--- config.mk ---
export PLATFORM = sky130hd
export DESIGN_NAME = regfile_write_sequencer
export DESIGN_NICKNAME = d
export VERILOG_FILES = /design/src/rtl/regfile_write_sequencer.sv
export SDC_FILE = /design/constraint.sdc
export NUM_CORES = 1
export LEC_CHECK = 0
export BUFFER_PORTS_ARGS = -buffer_cell sky130_fd_sc_hd__buf_2
export CAP_MARGIN = 20
export CORE_MARGIN = 1
export CORE_UTILIZATION = 37
export DETAILED_ROUTE_END_ITERATION = 10
export PLACE_DENSITY = 0.81
export SLEW_MARGIN = 20
export SYNTH_ARGS = -nofsm -noshare
export SYNTH_HDL_FRONTEND = slang
export SYNTH_SLANG_ARGS = --single-unit
--- constraint.sdc ---
create_clock -name clk -period 2.2 [get_ports clk]
set_clock_uncertainty 0.15 [all_clocks]
set_input_delay 0.11 -clock clk [delete_from_list [all_inputs] [get_ports clk]]
set_output_delay 0.11 -clock clk [all_outputs]
set_load 0.01 [all_outputs]
--- src/rtl/regfile_write_sequencer.sv ---
// Single write-port owner for register_file: boot-loads x1..x(N-1) after reset,
// then round-robins the port between core writeback and the debug write path.
module regfile_write_sequencer #(
    parameter int          REGISTER_DEPTH = 32,
    parameter logic [31:0] STACKADDR      = 32'hFFFF_FFFF,
    parameter logic [31:0] HARTID         = 32'h0000_0000,
    parameter logic [31:0] DTB_ADDR       = 32'h81FF_F800
) (
    input  logic        clk,
    input  logic        resetn,
    input  logic        core_we,
    input  logic [4:0]  core_rd,
    input  logic [31:0] core_wd,
    output logic        core_stall,
    input  logic        dbg_req,
    input  logic [4:0]  dbg_rd,
    input  logic [31:0] dbg_wd,
    output logic        dbg_ack,
    output logic        rf_we,
    output logic [4:0]  rf_a3,
    output logic [31:0] rf_wd,
    output logic        init_done,
    output logic        state
);

    localparam int IW = $clog2(REGISTER_DEPTH);
    localparam logic [IW-1:0] LAST_IDX = IW'(REGISTER_DEPTH - 1);

    typedef enum logic {INIT = 1'b0, RUN = 1'b1} state_t;
    typedef enum logic {GRANT_CORE = 1'b0, GRANT_DBG = 1'b1} grant_t;

    state_t        state_q;
    grant_t        last_grant;
    logic [IW-1:0] idx;
    logic          init_done_q;

    logic          core_live;
    logic          dbg_live;
    logic          grant_core;
    logic          grant_dbg;
    logic [31:0]   boot_wd;

    // A request to x0 is a null request: it never competes for the port.
    assign core_live = core_we && (core_rd != 5'd0);
    assign dbg_live  = dbg_req && (dbg_rd != 5'd0);

    assign state     = state_q;
    assign init_done = init_done_q;

    // Compared at 32 bits so small depths cannot alias x10/x11 onto low indices.
    always_comb begin
        boot_wd = 32'd0;
        if (32'(idx) == 32'd2) begin
            boot_wd = STACKADDR;
        end else if (32'(idx) == 32'd10) begin
            boot_wd = HARTID;
        end else if (32'(idx) == 32'd11) begin
            boot_wd = DTB_ADDR;
        end
    end

    // Outputs are gated by resetn so they read as reset values while held in reset.
    always_comb begin
        rf_we      = 1'b0;
        rf_a3      = 5'd0;
        rf_wd      = 32'd0;
        core_stall = core_we;
        dbg_ack    = 1'b0;
        grant_core = 1'b0;
        grant_dbg  = 1'b0;
        if (resetn) begin
            if (state_q == INIT) begin
                rf_we = 1'b1;
                rf_a3 = 5'(idx);
                rf_wd = boot_wd;
            end else begin
                grant_core = core_live && (!dbg_live || last_grant == GRANT_DBG);
                grant_dbg  = dbg_live && !grant_core;
                core_stall = core_live && !grant_core;
                dbg_ack    = dbg_req && ((dbg_rd == 5'd0) || grant_dbg);
                if (grant_core) begin
                    rf_we = 1'b1;
                    rf_a3 = core_rd;
                    rf_wd = core_wd;
                end else if (grant_dbg) begin
                    rf_we = 1'b1;
                    rf_a3 = dbg_rd;
                    rf_wd = dbg_wd;
                end
            end
        end
    end

    always_ff @(posedge clk or negedge resetn) begin
        if (!resetn) begin
            state_q     <= INIT;
            idx         <= IW'(1);
            last_grant  <= GRANT_DBG;
            init_done_q <= 1'b0;
        end else begin
            case (state_q)
                INIT: begin
                    if (idx == LAST_IDX) begin
                        state_q     <= RUN;
                        init_done_q <= 1'b1;
                    end else begin
                        idx <= idx + IW'(1);
                    end
                end
                RUN: begin
                    if (grant_core) begin
                        last_grant <= GRANT_CORE;
                    end else if (grant_dbg) begin
                        last_grant <= GRANT_DBG;
                    end
                end
                default: state_q <= INIT;
            endcase
        end
    end

endmodule

== Word-level counts from Yosys, hierarchy flattened ==
Index checks and enable logic that the tools add are counted.

* Register bits after elaboration: 8
* Input port bits: 78
* Output and inout bits: 42

* Mux-type cells: 27
* $add $sub $neg: 1
* Eq/ne operators: 4
* Bitwise gates (word level): 2
* Reduce and logical (&&, ||, !) cells: 17

{| class="wikitable"
|+ Operators with widths
! cell !! count
|-
| $mux 32 || 7
|-
| $mux 5 || 4
|-
| $mux 1 || 16
|-
| $eq 5x4->1 const B || 2
|-
| $reduce_bool 5->1 || 2
|-
| $logic_and 1x1->1 || 6
|-
| $reduce_and 2->1 || 3
|-
| $add 5x1->5 const B || 1
|-
| $eq 5x2->1 const B || 1
|-
| $eq 5x5->1 const B || 1
|-
| $logic_not 5->1 || 1
|-
| $logic_not 1->1 || 2
|-
| $logic_or 1x1->1 || 2
|-
| $not 1->1 || 2
|-
| $reduce_bool 2->1 || 1
|}

== Logic depth before layout (Yosys ltp) ==
Gate-level depths: netlist of the first run.

* Word-level depth: 11
* Mapped depth: 7

== Worst setup path before layout of the first run ==
OpenSTA, ideal clock, no wires.

* Path kind: register to output
* From: reg idx[0]
* To: out rf_wd[11]
* Buffers on the path: 1
* Cell stages (with the launch flop): 8
* Data arrival time: 1726 ps
* Path slack: 214 ps
* Data required time: 1940 ps
* Path through: dfstp_2 inv_1 ha_1 nand3b_1 a211oi_1 o21ai_1 clkbuf_1 a21oi_1

* Cells in the longest elaborated chain, start to end: 6

{| class="wikitable"
|+ RTL lines
! what !! RTL line !! source
|-
| start, declared || 34 || <nowiki>logic [IW-1:0] idx;</nowiki>
|-
| start signal, assigned || 107 || <nowiki>idx <= idx + IW'(1);</nowiki>
|-
| $eq 5x4->1 || 57 || <nowiki>end else if (32'(idx) == 32'd11) begin</nowiki>
|-
| $mux 32 || 57 ||
|-
| $mux 32 || 55 || <nowiki>end else if (32'(idx) == 32'd10) begin</nowiki>
|-
| $mux 32 * || 53 || <nowiki>if (32'(idx) == 32'd2) begin</nowiki>
|-
| $mux 32 * || 72 || <nowiki>if (state_q == INIT) begin</nowiki>
|-
| $mux 32 * || 71 || <nowiki>if (resetn) begin</nowiki>
|-
| end, declared || 21 || <nowiki>output logic [31:0] rf_wd,</nowiki>
|}

Every way passes the cells marked *; elsewhere a longest branch is shown, timed or not.

== Worst setup path after layout of the first run ==
* From: reg idx[0]
* To: out rf_wd[13]

Same word-level chain as after synthesis.

==> run_results.csv, run 1 <==
group,metric,value,unit
run_status,outcome,"finished, final reports clean",
placed_design,dpl.cell_count,339,
floorplan,start_util,40.3,%
timing,finalSetupViolCount,0,
yosys,syn-instance-count,189,
finish,layout_commonest_cell,"buf_2",
setup_path,r2r_start,"idx[0]$_DFFE_PN1P_",
clock_network,htreeDepth,1,
global_routing,grt_pass1_vias,1565,
finish,nNetsFinal,385,
setup_path,crit_path_start,"idx[0]$_DFFE_PN1P_",
timing,slew_viol_final,0,
global_routing,use_met2,43.6,%
yosys,synthTopCellsByArea,"a31oi_1 19%, a21oi_1 15%, nand3_1 15%, dfrtp_1 12%, buf_6 5.3%",
yosys,synth_top_cell_by_area,"a31oi_1",
clock_network,clock_path_buffers,2,
global_routing,grt_busiest_layer,"met2",
finish,antenna_cells,0,
global_routing,antenna_found_initial,0,
yosys,synth_edf_count,0,
setup_path,crit_type,"flip-flop to primary output",
yosys,ys_ff_latch,8,
route,detail-route-antenna-nets,0,
finish,fin_cells,346,
timing,fin_crit,2190,ps
timing,final.setup.worst_slack,14.8,ps
floorplan,die-area,3670,sq um
route,drt_first_pass_iters,5,
clock_network,root_buffer,"clkbuf_4",
setup_path,worstPathMaxFanout,8,
finish,mostFrequentLayoutCells,"119 x buf_2, 38 x nand3_1, 38 x a31oi_1",
clock_network,cts_sinks,8,
clock_network,cts_buffers,3,
route,wl_per_cell,13.9,um
yosys,synthDistinctLibCells,36,
worst_hold_path,min_path_type,"input port to asynchronous set/reset pin",
yosys,syn-num-nets,270,
floorplan,rows,20,
placed_design,port_buffers,119,
floorplan,die_w,60.6,um
timing,rsz0062_at_grt,"true",
global_routing,grt_max_degree,38,
route,viasPerCell,5.52,
placed_design,gp_congestion,0.899,
power_and_ir_drop,ir_drop,0.247,mV
timing,tightest_slew,366,ps
clock_network,path_clk_slew,60,ps
setup_path,required,1940,ps
setup_path,regToRegSetupSlack,320,ps
timing,timing.fmax,458,MHz
timing,slew_headroom,75.6,%
yosys,ys_seq_area_share,16.0,%
global_routing,use_met1,30.9,%
setup_path,cp-end-kind,"primary output",
placed_design,dp_hpwl,3430,um
setup_path,arrival,1930,ps
placed_design,dp_slack,156,ps
timing,period_share,99.3,%
yosys,avgSynthCellArea,6.72,sq um
floorplan,die_h,60.6,um
setup_path,start_kind,"flip-flop",
finish,area_delta_synth_final,59.0,%
global_routing,grt_usage,24.1,%
route,dr_total_vias,1909,
route,drt_iter0_markers,144,
global_routing,grt.overflow.total,0,
timing,tns,0,ps
floorplan,io_pins,120,
yosys,yosysWarnings,0,
power_and_ir_drop,power,0.000673,W
finish,final_util,64.0,%
route,drc,0,
power_and_ir_drop,leakage,0.938,nW
power_and_ir_drop,powerDensity,333,nW/um^2
yosys,synthArstFlopShare,100,%
timing,hold_violations,0,
yosys,synth-main-ff-cell,"dfrtp_1",
yosys,netlist.area_leader.share,18.7,%
floorplan,coreArea,3150,sq um
yosys,synth_area,1270,sq um
finish,drive_above_1_share,54.3,%
clock_network,clkLatencyLatePin,250,ps
clock_network,tritoncts,"done",
global_routing,gr-usage-met3,2.56,%
route,drt-total-wl,4820,um
run,drv_cap,0,
global_routing,grt_pass1_wl,6840,um
-- metrics by stage --
step	hold WS, ps	area (sq um)
after detailed placement	-119	1870
after global placement	-128	1870
final	153	2020
after floorplan	-336	1270
after CTS	147	1980
after global routing	177	2020
-- per-layer routing --
layer	wire length, um	part of all wire (%)
met2	2400	50
met5	0	0
met1	2040	42
met3	357	7.4
met4	18	0.37
-- sequential cells by signal (all words and copies together), names as in the netlist --
name	cells
state	1
last_grant	1
idx	5
init_done	1
-- power by group --
part / internal (W) / leakage, nW / switching, W / total [W]
Clock: 0.0000625 / 0.0138 / 0.0000513 / 0.000114
Combinational: 0.000180 / 0.851 / 0.000218 / 0.000398
Sequential: 0.000154 / 0.0735 / 0.00000632 / 0.000161
Total: 0.000397 / 0.938 / 0.000276 / 0.000673
-- cell families (layout without fill, tap and decap cells) --
family / count (synthesis) / in the layout / synth area share [%]
AOI/OAI and AO/OA: 94 / 94 / 43.4
xor gates and xnor gates: 3 / 3 / 2.07
adders and majority gates: 3 / 3 / 2.96
buffers and inverters: 28 / 141 / 13.2
DFF: 8 / 8 / 16.0
muxes: 1 / 1 / 0.887
and+or+nand+nor: 52 / 52 / 21.5
-- cells in the mapped netlist (2+ instances only) --
library cell	n
a21oi_1	39
a31oi_1	38
nand3_1	38
clkbuf_1	10
buf_6	6
dfrtp_1	6
buf_2	5
o21ai_0	5
buf_4	3
ha_1	3
inv_1	3
nor2_1	3
o21a_1	3
xnor2_1	3
dfstp_2	2
o21ai_1	2
-- final timing paths --
kind / cells after the start / endpoint
hold reg to reg: 1 / init_done$_DFFE_PN0P_
setup / recovery: 8 / rf_wd[13]
hold / removal: 2 / idx[2]$_DFFE_PN0P_
setup reg to reg: 7 / idx[4]$_DFFE_PN0P_
min in group clk: 1 / init_done$_DFFE_PN0P_
max in group asynchronous: 2 / idx[0]$_DFFE_PN1P_
-- area by class of cell --
type | instances | area [sq um]
Inverter | 3 | 11.3
Sequential cell | 8 | 203
Clock buffer | 3 | 22.5
Multi-Input combinational cell | 153 | 990
Timing Repair Buffer | 135 | 738
Tap cell | 44 | 55.1
Fill cell | 315 | 1130
-- worst max-delay path, cell delays in order (launching register included) --
cell and delay [ps]:
dfstp_2 540, inv_2 50, ha_4 150, nand3b_1 170, a211oi_2 250, o21ai_2 100
buf_6 170, a21oi_2 110, buf_2 140
-- what timing repair did --
item	CTS	global route
cloned	1	0
pin swaps	2	2
setup buffers	1	1
endpoints found under the setup margin	30	30
resized for setup	17	8
hold buffers	1	0
hold endpoints to repair	8	0
Power figures use the tool's default switching activity.
==> run 2: changes to the inputs <==
BUFFER_PORTS_ARGS = default   (was -buffer_cell sky130_fd_sc_hd__buf_2)
CORE_UTILIZATION = 52   (was 37)
DONT_BUFFER_PORTS = 1   (was default)
PLACE_DENSITY = 0.67   (was 0.81)
==> run 2 against run 1 <==
Count of clock-buffer cells in the layout stayed put. First-iteration DRC count is 78% lower. Via count is 18% lower. Design area is 29% lower. Worst setup slack better by 11 ps. Core utilization is 0.84 points lower. Sequential share of layout area is 4.2 points higher. Maximum frequency is 0.50% higher. Sequential cell count stayed put. Register-to-register slack better by 20 ps. Critical path type unchanged. Largest power group unchanged.
==> run_results.csv, run 2 (same netlist as run 1, synthesis figures left out) <==
group,metric,value,unit
placed_design,port_buffers,0,
clock_network,path_clk_slew,50,ps
power_and_ir_drop,leakage,0.432,nW
setup_path,r2r_start,"idx[0]$_DFFE_PN1P_",
clock_network,htreeDepth,1,
timing,slew_headroom,70.7,%
setup_path,worst_path_largest_cell_delay,530,ps
setup_path,cp-end-kind,"primary output",
route,detail-route-antenna-nets,0,
setup_path,r2r_end,"idx[3]$_DFFE_PN0P_",
setup_path,start_kind,"flip-flop",
placed_design,dp_hpwl,2580,um
setup_path,reg2reg_depth,8,
timing,finalSetupViolCount,0,
global_routing,grt_pass1_wl,5530,um
setup_path,crit_type,"flip-flop to primary output",
placed_design,dp_slack,-2.39,ps
route,wl_per_cell,18.7,um
clock_network,cts_buffers,3,
route,drt-total-wl,3940,um
placed_design,gp_congestion,0.874,
finish,nNetsFinal,266,
power_and_ir_drop,ir_drop,0.271,mV
worst_hold_path,min_path_type,"input port to asynchronous set/reset pin",
finish,largest_reg_flops,5,
global_routing,grt_max_degree,39,
clock_network,clock_path_buffers,2,
global_routing,grt_usage,26.8,%
timing,timing.fmax,460,MHz
clock_network,tritoncts,"done",
global_routing,grt.overflow.total,0,
setup_path,worstPathMaxFanout,8,
timing,slew_viol_final,0,
timing,fin_crit,2170,ps
setup_path,path_buf_inv,1,
finish,mostFrequentLayoutCells,"38 x nand3_1, 38 x a31oi_1, 24 x a21oi_1",
timing,rsz0062_at_grt,"true",
route,drc,0,
finish,area_delta_synth_final,12.2,%
route,dr_total_vias,1573,
floorplan,io_pins,120,
floorplan,start_util,56.3,%
run_status,outcome,"finished, final reports clean",
finish,regMostFlops,"idx",
floorplan,die_h,51.4,um
setup_path,required,1940,ps
timing,tightest_slew,440,ps
global_routing,antenna_found_initial,0,
setup_path,arrival,1910,ps
clock_network,cts_sinks,8,
clock_network,root_buffer,"clkbuf_4",
floorplan,rows,17,
placed_design,dpl.cell_count,203,
floorplan,die_w,51.4,um
floorplan,die-area,2640,sq um
timing,tns,0,ps
floorplan,coreArea,2250,sq um
route,viasPerCell,7.45,
setup_path,critPathTopFamily,"compound AO/OA/AOI/OAI gates",
timing,final.setup.worst_slack,25.6,ps
finish,drive_above_1_share,25.1,%
setup_path,crit_chain,"inv_2, ha_4, nand3b_1, a211oi_4, o21ai_4, a21oi_2",
finish,antenna_cells,0,
power_and_ir_drop,power,0.000548,W
finish,fin_cells,211,
setup_path,regToRegSetupSlack,340,ps
global_routing,grt_pass1_vias,1231,
timing,period_share,98.8,%
route,drt_first_pass_iters,4,
run,drv_cap,0,
timing,hold_violations,0,
clock_network,clkLatencyLatePin,250,ps
route,drt_iter0_markers,32,
setup_path,cpMaxStageDelayCell,"dfstp_2",
power_and_ir_drop,powerDensity,385,nW/um^2
-- run 2: changes by cell type in the layout (fill, tap and decap cells not counted) --
cell,change
a211oi_2,-1
a211oi_4,+1
buf_2,-118
buf_4,-1
buf_6,-1
o21ai_1,-1
o21ai_4,+2
-- run 2: report_power, final --
part	total (W)	internal [W]	switching [W]
Clock	0.000110	0.0000623	0.0000481
Combinational	0.000277	0.0000984	0.000179
Sequential	0.000160	0.000154	0.00000580
-- run 2: timing repair --
action,CTS,global route
gates resized for setup,25,2
hold buffers,1,0
setup endpoints to repair,15,17
gates cloned,1,1
endpoints found under the hold margin,9,0
pin swaps,2,1
setup buffers,2,0
-- run 2: worst register-to-register path: stages (launching register included) --
cell	delay [ps]
dfstp_2	370
buf_4	140
ha_4	150
and3_1	190
ha_1	200
nor2_1	130
buf_4	160
nand4_1	110
xnor2_1	140
-- run 2: cell type report --
type | count | area, sq um
Multi-Input combinational cell | 154 | 1020
Fill cell | 215 | 830
Sequential cell | 8 | 203
Timing Repair Buffer | 15 | 129
Tap cell | 28 | 35.0
Clock buffer | 3 | 22.5
Inverter | 3 | 11.3
-- run 2: per-stage QoR --
stage / area [sq um] / hold WS [ps] / util, %
after floorplan: 1270 / -336 / -
after global placement: 1240 / -335 / 55.2
after detailed placement: 1240 / -335 / 55.2
after CTS: 1410 / 74.7 / 62.7
after global routing: 1430 / 107 / 63.2
final: 1430 / 74.8 / 63.2
-- run 2: how the worst max path moves through the flow --
stage / start / end / cells after the start
6_report: idx[0]$_DFFE_PN1P_ / rf_wd[17] / 6
5_1_grt: idx[0]$_DFFE_PN1P_ / rf_wd[17] / 6
4_1_cts: idx[0]$_DFFE_PN1P_ / rf_wd[17] / 6
3_5_place_dp: idx[0]$_DFFE_PN1P_ / rf_wd[17] / 6
3_3_place_gp: idx[0]$_DFFE_PN1P_ / rf_wd[15] / 6
2_1_floorplan: idx[0]$_DFFE_PN1P_ / rf_wd[11] / 7
-- run 2: per-layer routing --
metal	part of all wire (%)	vias to the layer above	GRT usage, %	wire [um]
li1	-	719	-	-
met5	0	-	0	0
met1	39	753	31.4	1540
met4	0.86	0	11.7	34
met2	52	97	47.6	2040
met3	8.0	4	4.17	316
==> run 3: changes to the inputs <==
ABC_AREA = 1   (was default)
==> run 3 against run 2 <==
The flow now finishes with violations (DRC). Largest power group unchanged. First-iteration DRC count grew to 2.7 times the previous value. Clock power hardly changed. Worst setup slack better by 69 ps. Sequential share of layout area is 1.6 points lower.
==> run_results.csv, run 3 <==
group,metric,value,unit
worst_hold_path,min_path_type,"input port to flip-flop",
clock_network,cts_setup_buffers,0,
finish,area_delta_synth_final,0.626,%
clock_network,htreeDepth,1,
yosys,yosysWarnings,0,
setup_path,critPathTopFamily,"flip-flops",
power_and_ir_drop,power,0.000541,W
yosys,avgSynthCellArea,5.17,sq um
power_and_ir_drop,ir_drop,0.280,mV
setup_path,worstPathMaxFanout,15,
route,drt-total-wl,3930,um
power_and_ir_drop,powerDensity,337,nW/um^2
floorplan,coreArea,2830,sq um
global_routing,grt_pass1_vias,1371,
yosys,synthArstFlopShare,100,%
placed_design,port_buffers,0,
setup_path,cpMaxStageDelayCell,"dfstp_2",
timing,tightest_slew,628,ps
worst_hold_path,hold-path-cell-count,3,
timing,timing.fmax,475,MHz
setup_path,start_kind,"flip-flop",
yosys,synthTopCellsByArea,"nor2_1 23%, nand3_1 13%, nand2_1 11%, inv_1 10%, dfrtp_1 9.4%",
global_routing,grt_usage,22.8,%
setup_path,cp.depth,6,
yosys,syn-num-nets,390,
route,drt_first_pass_iters,7,
yosys,ys_seq_area_share,12.7,%
global_routing,grt.overflow.total,0,
route,wl_per_cell,11.8,um
route,viasPerCell,5.14,
finish,mostFrequentLayoutCells,"95 x nor2_1, 48 x nand2_1, 44 x inv_1",
yosys,syn-instance-count,309,
global_routing,antenna_found_initial,0,
clock_network,tritoncts,"done",
clock_network,root_buffer,"clkbuf_4",
yosys,synthDistinctLibCells,26,
finish,largest_reg_flops,5,
finish,nNetsFinal,384,
finish,n_fill_cell,314,
yosys,netlist.area_leader.share,22.6,%
timing,final.setup.worst_slack,94.9,ps
run_status,failed_checks,"DRC",
floorplan,die_h,57.4,um
placed_design,dp_slack,334,ps
timing,slew_headroom,58.1,%
route,detail-route-antenna-nets,0,
floorplan,rows,19,
yosys,synth_area,1600,sq um
floorplan,start_util,56.5,%
finish,layout_commonest_cell,"nor2_1",
floorplan,die-area,3300,sq um
setup_path,cp-end-kind,"primary output",
floorplan,die_w,57.4,um
run_status,outcome,"finished, violations left",
yosys,synth-main-ff-cell,"dfrtp_1",
floorplan,io_pins,120,
setup_path,crit_chain,"inv_1, ha_1, nor4_2, o21ai_2, buf_4, nor2_1",
global_routing,grt_pass1_wl,6020,um
timing,tns,0,ps
clock_network,clock_path_buffers,2,
yosys,ys_ff_latch,8,
finish,antenna_cells,0,
setup_path,path_buf_inv,2,
clock_network,cts_buffers,3,
global_routing,grt_max_degree,47,
yosys,synth_edf_count,0,
route,drc,9,
clock_network,path_clk_slew,50,ps
clock_network,cts_sinks,8,
placed_design,dp_hpwl,2800,um
route,dr_total_vias,1707,
yosys,yosysMostFrequentCell,"nor2_1",
clock_network,clkLatencyLatePin,260,ps
timing,finalSetupViolCount,0,
timing,hold_violations,0,
run,drv_cap,0,
finish,drive_above_1_share,15.3,%
setup_path,worst_path_largest_cell_delay,560,ps
placed_design,gp_congestion,0.802,
yosys,synth_commonest_cells,"96 x nor2_1, 48 x nand2_1, 44 x inv_1, 41 x nand3_1, 20 x nor2_2",
finish,regMostFlops,"idx",
setup_path,required,1940,ps
timing,slew_viol_final,0,
yosys,synth_top_cell_by_area,"nor2_1",
setup_path,crit_type,"flip-flop to primary output",
timing,fin_crit,2110,ps
power_and_ir_drop,leakage,1.01,nW
setup_path,arrival,1850,ps
setup_path,reg2reg_depth,7,
route,drt_iter0_markers,85,
timing,period_share,95.7,%
-- run 3: cell count changes after synthesis, moves of 5 or more --
cell      change
nor2_1       +93
nand2_1      +47
inv_1        +41
a21oi_1      -38
a31oi_1      -38
nor2_2       +20
clkbuf_1      -7
inv_2         +5
-- run 3: final cells by class --
| cell class | count | area (sq um) | share of cell area, % |
|---|---|---|---|
| Multi-Input combinational cell | 232 | 1090 | 67.6 |
| Sequential cell | 8 | 203 | 12.6 |
| Inverter | 49 | 184 | 11.4 |
| Timing Repair Buffer | 9 | 72.6 | 4.51 |
| Tap cell | 31 | 38.8 | 2.41 |
| Clock buffer | 3 | 22.5 | 1.40 |
-- run 3: final timing paths --
kind | from | endpoint | slack [ps]
min in group asynchronous | resetn | init_done$_DFFE_PN0P_ | 60
worst max register to register | idx[1]$_DFFE_PN0P_ | idx[3]$_DFFE_PN0P_ | 380
worst max-delay path | idx[0]$_DFFE_PN1P_ | rf_wd[15] | 90
max in group asynchronous | resetn | idx[0]$_DFFE_PN1P_ | 1520
worst min-delay path | core_we | last_grant$_DFFE_PN1P_ | 10
worst min register to register | init_done$_DFFE_PN0P_ | init_done$_DFFE_PN0P_ | 370
-- run 3: cell families after synthesis --
group / Yosys count / synth area share [%]
AOI/OAI and AO/OA: 13 / 5.01
xor gates and xnor gates: 3 / 1.64
adders and majority gates: 3 / 2.35
buffers and inverters: 69 / 20.3
DFF: 8 / 12.7
and+or+nand+nor: 213 / 58.0
-- run 3: stage by stage --
stage / hold WS (ps) / instances / utilization [%] / instance area [sq um]
global route: 26.8 / 332 / 56.8 / 1610
floorplan: -336 / 309 / - / 1600
detailed placement: -335 / 327 / 55.0 / 1560
CTS: 2.43 / 332 / 56.5 / 1600
finish: 13.8 / 332 / 56.8 / 1610
global placement: -335 / 327 / 55.0 / 1560
-- run 3: worst min-delay path, stage by stage --
cell and delay (ps):
nand2_2 80, a21oi_1 150, o22ai_1 70
-- run 3: repair_timing --
action | in CTS | in global routing
hold buffers | 2 | 0
gates resized for setup | 0 | 2
endpoints found under the setup margin | 0 | 15
endpoints found under the hold margin | 9 | 0
-- run 3: routing by layer --
metal,global-route usage (%),vias to the layer above,part of all wire (%)
met5,0,-,0
met4,3.14,0,0
met3,5.44,0,8.6
met2,39.7,88,47
met1,29.1,706,45
li1,-,913,-
-- run 3: where the power goes --
group	internal (W)	switching (W)	leakage, nW	total (W)
clock network	0.0000624	0.0000494	0.0138	0.000112
logic	0.0000888	0.000188	0.926	0.000277
registers	0.000152	0.000000694	0.0735	0.000153
total	0.000303	0.000238	1.01	0.000541
